==> src/rtl/instr_encoder.sv <==
// RV32I instruction encoder: packs a decoded op, register indices and an immediate into a word.
// Streams words tagged with instruction-memory addresses, substituting a NOP for unencodable requests.
package opcodes_pkg;
    typedef enum logic [5:0] {
        OP_ADD, OP_SUB, OP_SLL, OP_SLT, OP_SLTU, OP_XOR, OP_SRL, OP_SRA, OP_OR, OP_AND,
        OP_ADDI, OP_SLTI, OP_SLTIU, OP_XORI, OP_ORI, OP_ANDI, OP_SLLI, OP_SRLI, OP_SRAI,
        OP_LB, OP_LH, OP_LW, OP_LBU, OP_LHU, OP_SB, OP_SH, OP_SW,
        OP_BEQ, OP_BNE, OP_BLT, OP_BGE, OP_BLTU, OP_BGEU,
        OP_LUI, OP_AUIPC, OP_JAL, OP_JALR, OP_ECALL, OP_EBREAK, OP_INVALID
    } opcode_out_t;
endpackage

module instr_encoder
    import opcodes_pkg::*;
#(
    parameter int                ADDR_W    = 32,
    parameter logic [ADDR_W-1:0] BASE_ADDR = '0
) (
    input  logic              clk,
    input  logic              rst_n,
    input  logic              clear_in,
    input  logic              in_valid,
    output logic              in_ready,
    input  opcode_out_t       opcode_in,
    input  logic [4:0]        rd_in,
    input  logic [4:0]        rs1_in,
    input  logic [4:0]        rs2_in,
    input  logic [31:0]       imm_in,
    output logic              out_valid,
    input  logic              out_ready,
    output logic [31:0]       out_instr,
    output logic [ADDR_W-1:0] out_addr,
    output logic              err_out,
    output logic              err_flag
);

    localparam logic [31:0] NOP = 32'h0000_0013;

    typedef enum logic [3:0] {
        FMT_R, FMT_I, FMT_SH, FMT_S, FMT_B, FMT_U, FMT_J, FMT_SYS, FMT_BAD
    } fmt_t;

    fmt_t        fmt;
    logic [2:0]  f3;
    logic [6:0]  f7;
    logic [6:0]  major;
    logic        isEbreak;
    logic [31:0] encWord;
    logic        encErr;
    logic        immIOk, immShOk, immBOk, immUOk, immJOk;

    logic              valid_q, valid_d;
    logic [31:0]       instr_q, instr_d;
    logic [ADDR_W-1:0] addr_q, addr_d;
    logic              errOut_q, errOut_d;
    logic              errFlag_q, errFlag_d;

    logic accept;
    logic outFire;

    // Representability: the upper bits must be a pure sign extension of the encodable field.
    assign immIOk  = (&imm_in[31:11]) | ~(|imm_in[31:11]);
    assign immShOk = ~(|imm_in[31:5]);
    assign immBOk  = ((&imm_in[31:12]) | ~(|imm_in[31:12])) & ~imm_in[0];
    assign immUOk  = ~(|imm_in[11:0]);
    assign immJOk  = ((&imm_in[31:20]) | ~(|imm_in[31:20])) & ~imm_in[0];

    always_comb begin
        fmt      = FMT_BAD;
        f3       = 3'b000;
        f7       = 7'b0000000;
        major    = 7'b0010011;
        isEbreak = 1'b0;
        case (opcode_in)
            OP_ADD:    fmt = FMT_R;
            OP_SUB:    begin fmt = FMT_R; f7 = 7'b0100000; end
            OP_SLL:    begin fmt = FMT_R; f3 = 3'b001; end
            OP_SLT:    begin fmt = FMT_R; f3 = 3'b010; end
            OP_SLTU:   begin fmt = FMT_R; f3 = 3'b011; end
            OP_XOR:    begin fmt = FMT_R; f3 = 3'b100; end
            OP_SRL:    begin fmt = FMT_R; f3 = 3'b101; end
            OP_SRA:    begin fmt = FMT_R; f3 = 3'b101; f7 = 7'b0100000; end
            OP_OR:     begin fmt = FMT_R; f3 = 3'b110; end
            OP_AND:    begin fmt = FMT_R; f3 = 3'b111; end
            OP_ADDI:   fmt = FMT_I;
            OP_SLTI:   begin fmt = FMT_I; f3 = 3'b010; end
            OP_SLTIU:  begin fmt = FMT_I; f3 = 3'b011; end
            OP_XORI:   begin fmt = FMT_I; f3 = 3'b100; end
            OP_ORI:    begin fmt = FMT_I; f3 = 3'b110; end
            OP_ANDI:   begin fmt = FMT_I; f3 = 3'b111; end
            OP_SLLI:   begin fmt = FMT_SH; f3 = 3'b001; end
            OP_SRLI:   begin fmt = FMT_SH; f3 = 3'b101; end
            OP_SRAI:   begin fmt = FMT_SH; f3 = 3'b101; f7 = 7'b0100000; end
            OP_LB:     begin fmt = FMT_I; major = 7'b0000011; end
            OP_LH:     begin fmt = FMT_I; major = 7'b0000011; f3 = 3'b001; end
            OP_LW:     begin fmt = FMT_I; major = 7'b0000011; f3 = 3'b010; end
            OP_LBU:    begin fmt = FMT_I; major = 7'b0000011; f3 = 3'b100; end
            OP_LHU:    begin fmt = FMT_I; major = 7'b0000011; f3 = 3'b101; end
            OP_SB:     fmt = FMT_S;
            OP_SH:     begin fmt = FMT_S; f3 = 3'b001; end
            OP_SW:     begin fmt = FMT_S; f3 = 3'b010; end
            OP_BEQ:    fmt = FMT_B;
            OP_BNE:    begin fmt = FMT_B; f3 = 3'b001; end
            OP_BLT:    begin fmt = FMT_B; f3 = 3'b100; end
            OP_BGE:    begin fmt = FMT_B; f3 = 3'b101; end
            OP_BLTU:   begin fmt = FMT_B; f3 = 3'b110; end
            OP_BGEU:   begin fmt = FMT_B; f3 = 3'b111; end
            OP_LUI:    begin fmt = FMT_U; major = 7'b0110111; end
            OP_AUIPC:  begin fmt = FMT_U; major = 7'b0010111; end
            OP_JAL:    fmt = FMT_J;
            OP_JALR:   begin fmt = FMT_I; major = 7'b1100111; end
            OP_ECALL:  fmt = FMT_SYS;
            OP_EBREAK: begin fmt = FMT_SYS; isEbreak = 1'b1; end
            default:   fmt = FMT_BAD;
        endcase
    end

    // Any branch that does not set encErr low leaves the NOP substitution in place.
    always_comb begin
        encWord = NOP;
        encErr  = 1'b1;
        case (fmt)
            FMT_R: begin
                encWord = {f7, rs2_in, rs1_in, f3, rd_in, 7'b0110011};
                encErr  = 1'b0;
            end
            FMT_I: if (immIOk) begin
                encWord = {imm_in[11:0], rs1_in, f3, rd_in, major};
                encErr  = 1'b0;
            end
            FMT_SH: if (immShOk) begin
                encWord = {f7, imm_in[4:0], rs1_in, f3, rd_in, 7'b0010011};
                encErr  = 1'b0;
            end
            FMT_S: if (immIOk) begin
                encWord = {imm_in[11:5], rs2_in, rs1_in, f3, imm_in[4:0], 7'b0100011};
                encErr  = 1'b0;
            end
            FMT_B: if (immBOk) begin
                encWord = {imm_in[12], imm_in[10:5], rs2_in, rs1_in, f3,
                           imm_in[4:1], imm_in[11], 7'b1100011};
                encErr  = 1'b0;
            end
            FMT_U: if (immUOk) begin
                encWord = {imm_in[31:12], rd_in, major};
                encErr  = 1'b0;
            end
            FMT_J: if (immJOk) begin
                encWord = {imm_in[20], imm_in[10:1], imm_in[11], imm_in[19:12], rd_in, 7'b1101111};
                encErr  = 1'b0;
            end
            FMT_SYS: begin
                encWord = {11'b0, isEbreak, 13'b0, 7'b1110011};
                encErr  = 1'b0;
            end
            default: begin
                encWord = NOP;
                encErr  = 1'b1;
            end
        endcase
    end

    assign in_ready = rst_n & ~clear_in & (~valid_q | out_ready);
    assign accept   = in_valid & in_ready;
    assign outFire  = valid_q & out_ready;

    // out_addr names the word currently held, so it steps only when that word leaves.
    always_comb begin
        valid_d   = valid_q;
        instr_d   = instr_q;
        addr_d    = addr_q;
        errOut_d  = errOut_q;
        errFlag_d = errFlag_q;
        if (outFire) begin
            addr_d  = addr_q + ADDR_W'(4);
            valid_d = 1'b0;
        end
        if (accept) begin
            valid_d   = 1'b1;
            instr_d   = encWord;
            errOut_d  = encErr;
            errFlag_d = errFlag_q | encErr;
        end
    end

    always_ff @(posedge clk) begin
        if (!rst_n || clear_in) begin
            valid_q   <= 1'b0;
            instr_q   <= 32'h0;
            addr_q    <= BASE_ADDR;
            errOut_q  <= 1'b0;
            errFlag_q <= 1'b0;
        end else begin
            valid_q   <= valid_d;
            instr_q   <= instr_d;
            addr_q    <= addr_d;
            errOut_q  <= errOut_d;
            errFlag_q <= errFlag_d;
        end
    end

    assign out_valid = valid_q;
    assign out_instr = instr_q;
    assign out_addr  = addr_q;
    assign err_out   = errOut_q;
    assign err_flag  = errFlag_q;

endmodule

==> config.mk <==
export PLATFORM = sky130hd
export DESIGN_NAME = instr_encoder
export DESIGN_NICKNAME = d
export VERILOG_FILES = /design/src/rtl/instr_encoder.sv
export SDC_FILE = /design/constraint.sdc
export NUM_CORES = 1
export LEC_CHECK = 0
export ABC_AREA = 1
export BUFFER_PORTS_ARGS = -buffer_cell sky130_fd_sc_hd__clkbuf_2
export CAP_MARGIN = 10
export CORE_ASPECT_RATIO = 0.9
export CORE_UTILIZATION = 58
export CTS_CLUSTER_DIAMETER = 60
export DETAILED_ROUTE_END_ITERATION = 8
export GPL_TIMING_DRIVEN = 0
export PLACE_DENSITY = 0.94
export SLEW_MARGIN = 0
export SYNTH_ARGS = -nofsm -noshare
export SYNTH_HDL_FRONTEND = slang
export SYNTH_SLANG_ARGS = --single-unit
export TNS_END_PERCENT = 30
==> constraint.sdc <==
create_clock -name clk -period 5.7 [get_ports clk]
set_clock_uncertainty 0.2 [all_clocks]
set_input_delay 0 -clock clk [delete_from_list [all_inputs] [get_ports clk]]
set_output_delay 0 -clock clk [all_outputs]
set_load 0.01 [all_outputs]
; Yosys cells after proc, flatten, opt, wreduce, memory -nomap -nowiden
; Cells that the tools add are included.
[op_classes]
addsub = 1
eq_ne = 45
n_mux = 20
bitwise = 17
n_reduce_logical = 31
[op_table]
columns = cell, count
row1 = $pmux 32 s8, 1
row2 = $mux 32, 6
row3 = $eq 6x5->1 const B, 16
row4 = $eq 6x4->1 const B, 8
row5 = $eq 6x6->1 const B, 7
row6 = $reduce_or 12->1, 3
row7 = $add 32x3->32 const B, 1
row8 = $pmux 4 s8, 1
row9 = $pmux 7 s4, 1
row10 = $reduce_or 27->1, 1
row11 = $eq 6x3->1 const B, 4
row12 = $pmux 3 s7, 1
row13 = $reduce_and 21->1, 1
row14 = $reduce_or 21->1, 1
row15 = $reduce_and 20->1, 1
row16 = $reduce_or 20->1, 1
row17 = $eq 4x3->1 const B, 4
row18 = $reduce_or 3->1, 5
row19 = $eq 6x2->1 const B, 2
row20 = $reduce_and 12->1, 1
row21 = $reduce_or 6->1, 2
row22 = $reduce_or 10->1, 1
row23 = $reduce_or 2->1, 5
row24 = $reduce_or 5->1, 2
row25 = other kinds (15), 38
[totals]
reg_bits = 67
inputBits = 58
out_inout_bits = 68
elab_cells = 119

; Logic depth before layout (Yosys ltp)
[depth]
word_depth = 7
ltp_mapped = 15

; Worst setup path before layout
; Ideal clock, no wire load.
[synth_timing]
path_kind = register to register
start = register addr_q[2] (netlist: out_addr[2])
end = register addr_q[28] (netlist: out_addr[28])
arrival_time_ns = 1.743
slack_ns = 3.630
stages_incl_launch_ff = 12
n_path_buf = 0
period_less_slack_ns = 2.070
cell_sequence = dfxtp_1 -> ha_1 -> nand2_1 -> nor2_1 -> nand2_1 -> nor2_1 -> inv_1 -> nor3_1 -> nand3_1 -> nor2_1 -> xor2_1 -> nor2_1
[synth_between]
elab_chain_len = 1
[synth_lines]
columns = item, line
row1 = "start, declared", 54  ; logic [ADDR_W-1:0] addr_q, addr_d;
row2 = "start signal, assigned", 196  ; addr_q <= addr_d;
row3 = $add 32x3->32, 175  ; addr_d = addr_q + ADDR_W'(4);
; Every way passes these cells.
; A chain may end at the register's enable or synchronous reset.

; Worst setup path after layout
[layout_timing]
start = input port imm_in[9]
end = register instr_q[19] (netlist: out_instr[19])
[layout_between]
elab_chain_len = 3
word_cells_on_any_way = 5
classes_between = mux (3) / reduce/logical (2)
[layout_lines]
columns = item, line
row1 = "start, declared", 28  ; input logic [31:0] imm_in,
row2 = $reduce_or 27->1 or $reduce_or 12->1 (tied branches), "63, 65"
row3 = "$mux 32, on equally long branches", "131, 144"
row4 = $pmux 32 s8 (*), 122  ; case (fmt)
row5 = "end signal, assigned", 195  ; instr_q <= instr_d;
row6 = "end, declared", 53  ; logic [31:0] instr_q, instr_d;
; Every way passes the cells marked *; elsewhere a longest branch is shown, timed or not.

==> results.md <==
- Cell row count: 31
- Power Dens Cells: between 150 and 200 nW/um2
- Non-filler cells, final: 1130
- Initial drt markers: about 970
- Initial Util: between 60 and 70%
- RSZ-0062 raised after global routing: no
- Post-synth EDFFs: 0
- Final-layout fill cell count: 660
- Root buffer cell: clkbuf_8
- Final setup TNS: 0 ns
- Setup-failing EPs final: 0
- Layout area overhead: 25.2%
- Initial antenna violation count: 0
- Worst VDD drop: 0.000213 V
- Slew @ Worst Pin: 0.699 ns
- Status: finished, final reports clean
- Total grt overflow: 0
- Die X-Extent: 98.6 um
- Crit path max fanout: 10
- Hpwl dp: 12400 um
- Count leader, synth: nand2_1
- CP Capture Type: flip-flop
- Post-route design area: about 6100 um2
- Warnings from Yosys: 0
- Yosys cell types: 36
- Xor/xnor share of the synthesized area: 0.900%
- Post-CTS Setup Inserts: 0
- Reg clk slew, reported paths: ~0.060 ns
- Synth Area in Adders: less than 1%
- Hold WS: 0.0114 ns
- Worst Path Required: around 5.8 ns
- Fin crit share: a little over half
- Sequential element share of the synthesized area: a little over a quarter
- Peak Freq: 327 MHz
- Clk buf depth: 2
- Post-synth ARST share: 0%
- Kind of critical path: primary input to flip-flop
- Largest net degree at the start of global routing: 11
- Ys flop type: dfxtp_1
- Synth top cells by count: 261 x nand2_1, 141 x nand3_1, 121 x nor2_1
- DRC: 0
- Final GP Congestion: 1.01
- DIE HEIGHT: around 90 um
- Area leader, netlist: dfxtp_1
- Num CTS Buffers: 9
- Final min period: 3.05 ns
- Compound-gate portion of the synthesized area: 10.3%
- Clock sinks: 64
- Layout cell share with drive strength beyond 1: 17.3%
- Main combinational cell family by area after synthesis: simple AND/OR/NAND/NOR gates
- Post-synthesis mux area share: 0%
- Via count: 6756
- Leak: 2.98 nW
- # port buffers: 122
- Synth top area cells: dfxtp_1 26%, nand2_1 20%, nand3_1 14%
- First-pass DRT Iterations: 6
- HP Class: primary input to flip-flop
- CTS tree: yes
- Tot GR Track Use: 41.5%
- Vias in the first global route: 5915
- CORE AREA: approximately 8100 um2
- ANT cells: 0
- Hold_buf cts: 32
- Synth top area share: a little over a quarter
- Top Ports: 126
- Worst rel slew slack: 53.0%
- Count of pins over their slew limit: 0
- Total Power: ~960 uW
- Synthesis-stage register bit count: 64
- Startpoint types: primary input
- DR WL/cell: 16.3 um
- CTS H-tree lvls: 3
- Clk Latency, worst-skew pair: roughly 0.34 ns
- CP arrival: around 3.1 ns
- Hold depth: 5
- Syn Inst Count: 860
- DRT Wirelength: 18400 um
- Mapped Area: 4870 um2
- Mapped Avg Cell Area: 5.66 um2
- Max-Cap Viols: 0
- CTS-repair resized insts: 0
- Post-DP Area: 5610 um2
- Fin. Hold Viols: 0
- Final ANT Viol Nets: 0
- Die Area: between 8000 and 9000 um2
- Vias per cell: 5.98
- First-pass GRT wire length: 28600 um
- Worst reg-to-reg path cell count: 11
- Nets: 1085
- Simple-Gate Fraction of Synth Area: 52.6%
- Placed Instances: 1082
==> sequential cells by signal, indices dropped and copies added (netlist names) <==
signal     cells
err_out        1
out_addr      30
err_flag       1
out_instr     31
out_valid      1
==> layout make-up <==
type	count	area, um2	area share, %
Timing Repair Buffer	154	931	15.3
Buffer	36	194	3.18
Clock buffer	13	149	2.44
Multi-Input combinational cell	688	3120	51.3
Tap cell	99	124	2.03
Inverter	73	274	4.50
Clock inverter	3	17.5	0.287
Sequential cell	64	1280	21.0
==> routing by layer <==
layer	global-route usage (%)	share of wire [%]	vias up
met5	0	0	-
met3	7.58	13	97
met4	17.2	4.0	0
met1	56.0	40	2913
li1	-	-	3157
met2	66.3	43	589
==> power by group <==
part / total (mW) / internal, mW / switching [mW] / leakage, nW
Sequential: 0.451 / 0.449 / 0.00190 / 0.516
Combinational: 0.172 / 0.0586 / 0.114 / 2.38
Clock: 0.339 / 0.169 / 0.170 / 0.0834
==> kinds of logic after synthesis <==
family / count (synthesis)
AO/OA/AOI/OAI: 89
XOR/XNOR: 5
adder cells (fa/ha/maj): 1
buffers and inverters: 109
flip-flops: 64
other: 1
AND/OR/NAND/NOR: 591
==> per-stage QoR <==
step,setup slack (ns),utilization (%)
after floorplan,3.63,-
after global placement,3.32,69.2
after detailed placement,3.29,69.2
after CTS,2.93,75.2
after global routing,2.50,75.2
final,2.65,75.2
==> worst paths after layout <==
path                 start       endpoint  slack, ns
max reg2reg    out_addr[2]   out_addr[28]       2.86
max              imm_in[9]  out_instr[19]       2.65
min             imm_in[25]  out_instr[25]       0.01
min reg2reg  out_instr[28]  out_instr[28]       0.27
==> critical path: stages <==
cell	delay (ns)
dlygate4sd3_1	0.55
clkbuf_2	0.16
nor2_1	0.15
nand4_1	0.20
nor2_1	0.18
clkbuf_1	0.40
nand2_1	0.18
nand2_1	0.27
nand2_1	0.12
nand2_1	0.09
dlygate4sd3_1	0.56
nand2_1	0.08
a21oi_1	0.16
==> cell usage in the layout, fill, tap and decap left out, types with 2 or more instances in the layout <==
| cell type | count |
|---|---|
| nand2_1 | 261 |
| nand3_1 | 141 |
| clkbuf_2 | 122 |
| nor2_1 | 121 |
| inv_1 | 65 |
| dfxtp_1 | 64 |
| a21oi_1 | 51 |
| dlygate4sd3_1 | 32 |
| nand4_1 | 23 |
| nor3_1 | 22 |
| o21ai_0 | 17 |
| clkbuf_1 | 15 |
| buf_2 | 14 |
| clkbuf_8 | 10 |
| o21bai_1 | 7 |
| nand2_2 | 6 |
| inv_2 | 6 |
| o21a_1 | 5 |
| nor2_2 | 5 |
| buf_4 | 5 |
| nor4_1 | 5 |
| xor2_1 | 4 |
| o211ai_1 | 3 |
| buf_6 | 3 |
| a211oi_1 | 2 |
| buf_1 | 2 |
| clkinv_1 | 2 |
| nand3_2 | 2 |
| nor3b_1 | 2 |
| conb_1 | 2 |
| clkinv_2 | 2 |
Note: power is estimated with default switching activity, not from simulation.
